==> config.mk <==
export PLATFORM = sky130hd
export DESIGN_NAME = card_dealer
export DESIGN_NICKNAME = d
export VERILOG_FILES = /design/src/rtl/card_dealer.sv
export SDC_FILE = /design/constraint.sdc
export NUM_CORES = 1
export LEC_CHECK = 0
export BUFFER_PORTS_ARGS = -buffer_cell sky130_fd_sc_hd__buf_4
export CELL_PAD_IN_SITES_DETAIL_PLACEMENT = 0
export CELL_PAD_IN_SITES_GLOBAL_PLACEMENT = 2
export CORE_UTILIZATION = 39
export DETAILED_ROUTE_END_ITERATION = 10
export PLACE_DENSITY = 0.87
export SYNTH_ARGS = -nofsm -noshare
export SYNTH_HDL_FRONTEND = slang
export SYNTH_SLANG_ARGS = --single-unit
export TNS_END_PERCENT = 20
==> constraint.sdc <==
create_clock -name clk -period 11.55 [get_ports clk]
set_clock_uncertainty 0.1 [all_clocks]
set_input_delay 3.465 -clock clk [delete_from_list [all_inputs] [get_ports clk]]
set_output_delay 3.465 -clock clk [all_outputs]
set_load 0.01 [all_outputs]
==> src/rtl/card_dealer.sv <==
// card_dealer: deals cards from one 52-card deck without repetition.
// Each request draws a card index from the LFSR word by rejection sampling.
// If MAX_TRIES draws all miss, a bounded linear probe over the dealt-card
// bitmap finds the card instead.
//
// Ports:
//   clk, rst_n        clock; synchronous active-low reset
//   rand_in[31:0]     LFSR word, only bits [5:0] are used
//   shuffle           return all cards to the deck (IDLE only)
//   deal_req          request one card (IDLE only)
//   deal_ready        high while IDLE
//   card_valid        one-cycle pulse when a new card is presented
//   card_idx/rank/suit  last dealt card, held until the next deal
//   cards_left        undealt card count 0..52
//   deck_empty        cards_left == 0
//   deal_err          one-cycle pulse for a deal request on an empty deck
module card_dealer #(
    parameter int unsigned MAX_TRIES = 8
) (
    input  logic        clk,
    input  logic        rst_n,
    input  logic [31:0] rand_in,
    input  logic        shuffle,
    input  logic        deal_req,
    output logic        deal_ready,
    output logic        card_valid,
    output logic [5:0]  card_idx,
    output logic [3:0]  card_rank,
    output logic [1:0]  card_suit,
    output logic [5:0]  cards_left,
    output logic        deck_empty,
    output logic        deal_err
);

    localparam int unsigned DECK_SIZE = 52;
    localparam int unsigned IDX_W     = 6;
    localparam int unsigned TRY_W     = 6;
    localparam int unsigned PAD_W     = 64 - DECK_SIZE;

    typedef enum logic [1:0] {
        ST_IDLE  = 2'd0,
        ST_DRAW  = 2'd1,
        ST_PROBE = 2'd2
    } state_e;

    state_e               state_q, state_d;
    logic [DECK_SIZE-1:0] mask_q, mask_d;
    logic [IDX_W-1:0]     left_q, left_d;
    logic [TRY_W-1:0]     tries_q, tries_d;
    logic [IDX_W-1:0]     ptr_q, ptr_d;
    logic [IDX_W-1:0]     idx_q, idx_d;
    logic [3:0]           rank_q, rank_d;
    logic [1:0]           suit_q, suit_d;
    logic                 valid_q, valid_d;
    logic                 err_q, err_d;
    logic                 ready_q, ready_d;
    logic                 empty_q, empty_d;

    // Padded view of the mask: indices 52..63 read as taken, so a single
    // bit test rejects both out-of-range and already-dealt candidates.
    logic [63:0]          mask_pad;
    logic [IDX_W-1:0]     cand;
    logic                 commit;
    logic [IDX_W-1:0]     commit_idx;
    logic [IDX_W-1:0]     suit_base;
    logic [1:0]           suit_c;
    logic                 unused_rand;

    assign mask_pad    = {{PAD_W{1'b1}}, mask_q};
    assign cand        = rand_in[IDX_W-1:0];
    assign unused_rand = ^rand_in[31:IDX_W];

    // Rank/suit of the committed index via a compare chain (no divider).
    always_comb begin
        suit_c    = 2'd0;
        suit_base = IDX_W'(0);
        if (commit_idx >= IDX_W'(39)) begin
            suit_c    = 2'd3;
            suit_base = IDX_W'(39);
        end else if (commit_idx >= IDX_W'(26)) begin
            suit_c    = 2'd2;
            suit_base = IDX_W'(26);
        end else if (commit_idx >= IDX_W'(13)) begin
            suit_c    = 2'd1;
            suit_base = IDX_W'(13);
        end
    end

    // Next-state, deck bookkeeping and output computation.
    always_comb begin
        state_d    = state_q;
        mask_d     = mask_q;
        left_d     = left_q;
        tries_d    = tries_q;
        ptr_d      = ptr_q;
        idx_d      = idx_q;
        rank_d     = rank_q;
        suit_d     = suit_q;
        valid_d    = 1'b0;
        err_d      = 1'b0;
        commit     = 1'b0;
        commit_idx = IDX_W'(0);

        case (state_q)
            ST_IDLE: begin
                if (shuffle) begin
                    mask_d = '0;
                    left_d = IDX_W'(DECK_SIZE);
                end else if (deal_req) begin
                    if (left_q == IDX_W'(0)) begin
                        err_d = 1'b1;
                    end else begin
                        state_d = ST_DRAW;
                        tries_d = TRY_W'(0);
                    end
                end
            end
            ST_DRAW: begin
                if (!mask_pad[cand]) begin
                    commit     = 1'b1;
                    commit_idx = cand;
                end else if (tries_q == TRY_W'(MAX_TRIES - 1)) begin
                    state_d = ST_PROBE;
                    ptr_d   = (cand < IDX_W'(DECK_SIZE)) ? cand
                                                         : IDX_W'(cand - IDX_W'(DECK_SIZE));
                end else begin
                    tries_d = TRY_W'(tries_q + TRY_W'(1));
                end
            end
            ST_PROBE: begin
                if (!mask_pad[ptr_q]) begin
                    commit     = 1'b1;
                    commit_idx = ptr_q;
                end else begin
                    ptr_d = (ptr_q == IDX_W'(DECK_SIZE - 1)) ? IDX_W'(0)
                                                             : IDX_W'(ptr_q + IDX_W'(1));
                end
            end
            default: begin
                state_d = ST_IDLE;
            end
        endcase

        if (commit) begin
            state_d            = ST_IDLE;
            mask_d[commit_idx] = 1'b1;
            if (left_q != IDX_W'(0)) begin
                left_d = IDX_W'(left_q - IDX_W'(1));
            end
            idx_d   = commit_idx;
            rank_d  = 4'(commit_idx - suit_base + IDX_W'(1));
            suit_d  = suit_c;
            valid_d = 1'b1;
        end

        ready_d = (state_d == ST_IDLE);
        empty_d = (left_d == IDX_W'(0));
    end

    // State and output registers.
    always_ff @(posedge clk) begin
        if (!rst_n) begin
            state_q <= ST_IDLE;
            mask_q  <= '0;
            left_q  <= IDX_W'(DECK_SIZE);
            tries_q <= TRY_W'(0);
            ptr_q   <= IDX_W'(0);
            idx_q   <= IDX_W'(0);
            rank_q  <= 4'd0;
            suit_q  <= 2'd0;
            valid_q <= 1'b0;
            err_q   <= 1'b0;
            ready_q <= 1'b1;
            empty_q <= 1'b0;
        end else begin
            state_q <= state_d;
            mask_q  <= mask_d;
            left_q  <= left_d;
            tries_q <= tries_d;
            ptr_q   <= ptr_d;
            idx_q   <= idx_d;
            rank_q  <= rank_d;
            suit_q  <= suit_d;
            valid_q <= valid_d;
            err_q   <= err_d;
            ready_q <= ready_d;
            empty_q <= empty_d;
        end
    end

    assign deal_ready = ready_q;
    assign card_valid = valid_q;
    assign card_idx   = idx_q;
    assign card_rank  = rank_q;
    assign card_suit  = suit_q;
    assign cards_left = left_q;
    assign deck_empty = empty_q;
    assign deal_err   = err_q;

endmodule

Yosys cells after proc, flatten, opt, wreduce, memory -nomap -nowiden
Index checks and enable logic that the tools add are counted.

Input bits: 36. Output and inout port bits: 22. Word-level logic and storage cells: 98. Register bits: 88.

Multiplexer cells: 46. $add $sub $neg: 6. Equal/unequal tests: 11. $lt $le $gt $ge: 8. Bitwise gates (word level): 4. Reduce and logical (&&, ||, !) cells: 11.

Operators with widths (number): 2-to-1 mux 52 bit (3); 2-to-1 mux 6 bit (16); OR 52 bit (1); case mux 6 bit (2 select lines) (3); < comparator 6 x 7 -> 1 bit (second input constant) (3); 2-to-1 mux 2 bit (8); != test 2 bit (second input constant) (7); adder 6 x 1 -> 6 bit (second input constant) (2); binary-select mux 1 bit (select 6 bit) (2); logical NOT 6 bit (2); 2-to-1 mux 4 bit (3); 2-to-1 mux 1 bit (8); demux 1 bit (select 6 bit) (1); == test 6 x 3 -> 1 bit (second input constant) (1); == test 6 bit (second input constant) (1); >= comparator 6 x 1 -> 1 bit (second input constant) (1); >= comparator 6 x 4 -> 1 bit (second input constant) (1); >= comparator 6 x 5 -> 1 bit (second input constant) (1); >= comparator 6 bit (second input constant) (1); < comparator 6 bit (second input constant) (1); case mux 2 bit (3 select lines) (1); AND reduction 6 bit (1); nonzero test 6 bit (1); subtractor 6 x 1 -> 6 bit (second input constant) (1); other kinds (12) (16).

Logic depth before layout (Yosys ltp)
Depth after elaboration: 10. Depth in mapped cells: 19. Mapped depth without buffers: 18.

Worst setup path after synthesis
Ideal clock, no wire load.

Path kind: input port to flip-flop. Start: in rand_in[0]. End: reg rank_q[3], in the netlist card_rank[3]. Cell stages on the path: 15. Buffers on the path: 1. Slack: 3934 ps. Required time: 11326 ps. Data arrival time: 7392 ps. Library setup time: 124 ps. Cell sequence: buf_6 -> mux4_2 -> o311ai_2 -> o41ai_2 -> a211oi_4 -> a32o_1 -> a21oi_1 -> o41a_1 -> a21oi_1 -> ha_1 -> fa_1 -> xor2_1 -> xnor2_1 -> nor3_1 -> a2111o_1.

Cells in the longest elaborated chain, start to end: 10. Elaborated cells on any way between the ends: 14. Classes of those cells: 2 x add/sub; 3 x order compare; 9 x mux.

RTL lines: start: declaration (line 22) `input logic [31:0] rand_in,`; binary-select mux 1 bit (select 6 bit) (line 119) `if (!mask_pad[cand]) begin`; 2-to-1 mux 1 bit (not written as such) (line 119); 2-to-1 mux 6 bit (line 119); case mux 6 bit (2 select lines) (line 104) `case (state_q)`; >= comparator 6 x 4 -> 1 bit (line 83) `end else if (commit_idx >= IDX_W'(13)) begin`; 2-to-1 mux 4 bit (line 83); 2-to-1 mux 4 bit (line 80) `end else if (commit_idx >= IDX_W'(26)) begin`; 2-to-1 mux 4 bit (line 77) `if (commit_idx >= IDX_W'(39)) begin`; subtractor 4 bit (line 151) `rank_d = 4'(commit_idx - suit_base + IDX_W'(1));`; adder 4 x 1 -> 4 bit (line 151); end signal: assignment (line 182) `rank_q <= rank_d;`; end: declaration (line 52) `logic [3:0] rank_q, rank_d;`.

Parallel ways exist; a longest one is shown, timed or not. The select of a mux whose other input is x is not followed. A chain may end at the register's enable or synchronous reset.

Worst setup path in the final report
Ends and elaborated chain as after synthesis.

==> impl_metrics.env <==
export IMPL_ios=58
export IMPL_fin_nets=601
export IMPL_cts_hold_buf=0
export IMPL_finalCriticalPeriod_ns=8.11
export IMPL_avgSynthCellArea_um2=9.08
export IMPL_synth_mux_area_share_pct=14.4
export IMPL_cts_buffers=9
export IMPL_insertion_delay_ns=0.35
export IMPL_cp_slowest_cell="mux4_2"
export IMPL_switchingPower_w=0.000172
export IMPL_core_area_um2=12200
export IMPL_via_per_inst=5.78
export IMPL_layout_drive_gt1_share_pct=16.6
export IMPL_cts_setup_buffers=0
export IMPL_dieArea_um2=13100
export IMPL_final_common_cell="dfxtp_1"
export IMPL_path_max_fanout=16
export IMPL_critPathTopFamily="compound AO/OA/AOI/OAI gates"
export IMPL_synth_compound_area_share_pct=21.0
export IMPL_grt_pass1_wl_mm=22.0
export IMPL_pwr_share_seq_pct=48.3
export IMPL_synth_async_reset_ratio_pct=0
export IMPL_required_ns=11.68
export IMPL_fill_cells=1189
export IMPL_maxSlewViolCount=0
export IMPL_multi_input_area_um2=2920
export IMPL_comb_power_share_pct=10.1
export IMPL_die_w_um=114
export IMPL_maxSlewHeadroom_pct=28.9
export IMPL_clock_path_buffers=2
export IMPL_path_common_cell="ha_1"
export IMPL_grt_overflow_total=0
export IMPL_worstSetupEndpointType="flip-flop"
export IMPL_stdcell_area_um2=5500
export IMPL_synthesis_area_um2=4930
export IMPL_ys_flop_type="dfxtp_1"
export IMPL_clock_tree_root_cell="clkbuf_16"
export IMPL_synth_fa_ha_area_share_pct=3.71
export IMPL_setup_viol=0
export IMPL_ys_types=67
export IMPL_peakVddDrop_uv=91.1
export IMPL_synth_xor_area_share_pct=1.42
export IMPL_synth_cells=543
export IMPL_power_w=0.000646
export IMPL_post_cts_resized=0
export IMPL_hp_class="flip-flop to flip-flop"
export IMPL_crit_buf_inv=1
export IMPL_yosysTopAreaCell="dfxtp_1"
export IMPL_dpl_cell_area_um2=5240
export IMPL_routed_wl_mm=13.5
export IMPL_synthToLayoutAreaGrowth_pct=11.5
export IMPL_antenna_found_initial=0
export IMPL_gp_congestion=0.815
export IMPL_firstDrtPassIters=4
export IMPL_cts_tree="yes"
export IMPL_slowest_delay_ns=0.59
export IMPL_clk_pin_slew_ns=0.06
export IMPL_drc_errors=0
export IMPL_synth_top_cell_area_share_pct=35.7
export IMPL_yosys_register_bits=88
export IMPL_synth_area_top_cells="dfxtp_1, mux4_2, a2bb2oi_1"
export IMPL_fp_row_count=40
export IMPL_io_buffers=31
export IMPL_synthSimpleGateAreaFrac_pct=18.6
export IMPL_rsz0062_at_grt="false"
export IMPL_drt_iter0_drc=285
export IMPL_final_hold_viol_count=0
export IMPL_avgRoutedWirePerCell_um=18.7
export IMPL_status="finished, final reports clean"
export IMPL_setup_tns_final_ns=0
export IMPL_place_hpwl_mm=9.08
export IMPL_cts_sinks=88
export IMPL_grt_max_degree=67
export IMPL_crit_arrival_ns=8.24
export IMPL_insertedDiodeCount=0
export IMPL_switching_share_pct=26.6
export IMPL_area_sequential_um2=1760
export IMPL_pwr_density_cell_nw_per_um2=117
export IMPL_vias=4181
export IMPL_synth_top_family_by_area="compound AO/OA/AOI/OAI gates"
export IMPL_yosysWarningCount=0
export IMPL_synth_nets=593
export IMPL_cellLeakagePower_nw=1.99
export IMPL_antenna_left=0
export IMPL_grt_pass1_vias=4070
export IMPL_drv_cap=0
export IMPL_start_util_pct=40.5
export IMPL_crit_type="input port to flip-flop"
export IMPL_fmax_ghz=0.123
export IMPL_gr_usage_all_layers_pct=22.1
export IMPL_internal_power_w=0.000474
export IMPL_die_y_um=114
export IMPL_synth_edff_count=0
export IMPL_cp_cell_sequence="buf_4 > mux4_2 > o311ai_2 > o41ai_2 > a211oi_4 > a32o_1 > nand4_2 > a31oi_1 > a21oi_1 > ha_1 > ha_1 > fa_1 > xor2_1 > xnor2_1 > nor3_1 > a2111o_1"
export IMPL_htree_levels=3
export IMPL_final_cell_mix="dfxtp_1, nor2_1, nand2_1"
export IMPL_startpoint_type="input port"
export IMPL_clock_power_share_pct=41.6
export IMPL_period_share_pct=70.2
export IMPL_worst_slew_pin_slew_ns=1.06
export IMPL_seq_area_frac_synth_pct=35.7
==> Yosys cell counts (7+ instances only) <==
| cell type | instances |
|---|---|
| mux4_2 | 22 |
| nand2_1 | 50 |
| clkbuf_1 | 28 |
| dfxtp_1 | 88 |
| nor2_1 | 76 |
| a21oi_1 | 30 |
| inv_1 | 18 |
| a22oi_1 | 7 |
| or3_1 | 7 |
| and2_1 | 10 |
| o21ai_0 | 28 |
| mux2i_1 | 12 |
| a2bb2oi_1 | 33 |
| ha_1 | 13 |
==> power by group through the flow <==
stage          clock network (W)  registers (W)  logic (W)
4_1_cts                 0.000277       0.000312  0.0000656
6_report                0.000269       0.000312  0.0000654
3_3_place_gp                   0       0.000318  0.0000649
3_5_place_dp                   0       0.000319  0.0000653
5_1_grt                 0.000287       0.000312  0.0000717
2_1_floorplan                  0       0.000315  0.0000499
==> path summary, 6_finish.rpt <==
| check | startpoint | to | slack [ns] | depth (start not counted) |
|---|---|---|---|---|
| max reg2reg | ptr_q[1]$_SDFFE_PN0P_ | card_rank[3]$_SDFFE_PN0P_ | 5.71 | 15 |
| max | rand_in[0] | card_rank[3]$_SDFFE_PN0P_ | 3.44 | 16 |
| min | card_suit[1]$_SDFFE_PN0P_ | card_suit[1]$_SDFFE_PN0P_ | 0.36 | 2 |
| min reg2reg | card_suit[1]$_SDFFE_PN0P_ | card_suit[1]$_SDFFE_PN0P_ | 0.36 | 2 |
==> kinds of logic (layout without fill, tap and decap cells) <==
family,Yosys count,count (layout)
multiplexers,41,41
adder cells (fa/ha/maj),14,14
flip-flops,88,88
AO/OA/AOI/OAI,140,140
XOR/XNOR,8,8
AND/OR/NAND/NOR,194,194
buffers and inverters,58,70
==> layout make-up <==
cell class	count	share of cell area, %
inverters	19	1.30
clock buffers	10	4.16
clock inverters	5	0.614
repair buffers	36	4.92
multi-input cells	397	53.1
flip-flops and latches	88	32.0
well taps	168	3.82
==> through the flow <==
step / util [%] / std cells / worst slack [ns] / hold slack, ns
floorplan: - / 543 / 3.93 / 0.333
global placement: 43.0 / 708 / 3.18 / 0.348
detailed placement: 43.0 / 708 / 3.12 / 0.352
CTS: 45.2 / 723 / 3.45 / 0.361
global route: 45.2 / 723 / 3.13 / 0.380
finish: 45.2 / 723 / 3.44 / 0.357
==> worst reg2reg max path, delay by kind of cell, from the launching register on <==
kind / cells / cell delay [ns]
flops: 1 / 0.98
mux: 1 / 0.60
xor+xnor: 2 / 0.40
simple gates: 2 / 0.38
fa+ha+maj: 3 / 0.80
compound gates: 7 / 2.46
==> flip-flops by register name, indices dropped and copies added, names as in the netlist <==
signal / flops
card_valid: 1
cards_left: 6
mask_q: 52
deck_empty: 1
ptr_q: 6
card_suit: 2
deal_err: 1
state_q: 2
card_rank: 4
card_idx: 6
tries_q: 6
deal_ready: 1
==> per-layer routing <==
metal | track usage, % | vias up | part of all wire, %
met4 | 6.84 | 0 | 1.5
met1 | 29.6 | 2035 | 47
met5 | 0 | - | 0
met3 | 5.72 | 18 | 5.7
li1 | - | 2009 | -
met2 | 34.7 | 119 | 45
No activity file was read; power rests on OpenSTA's default activity.
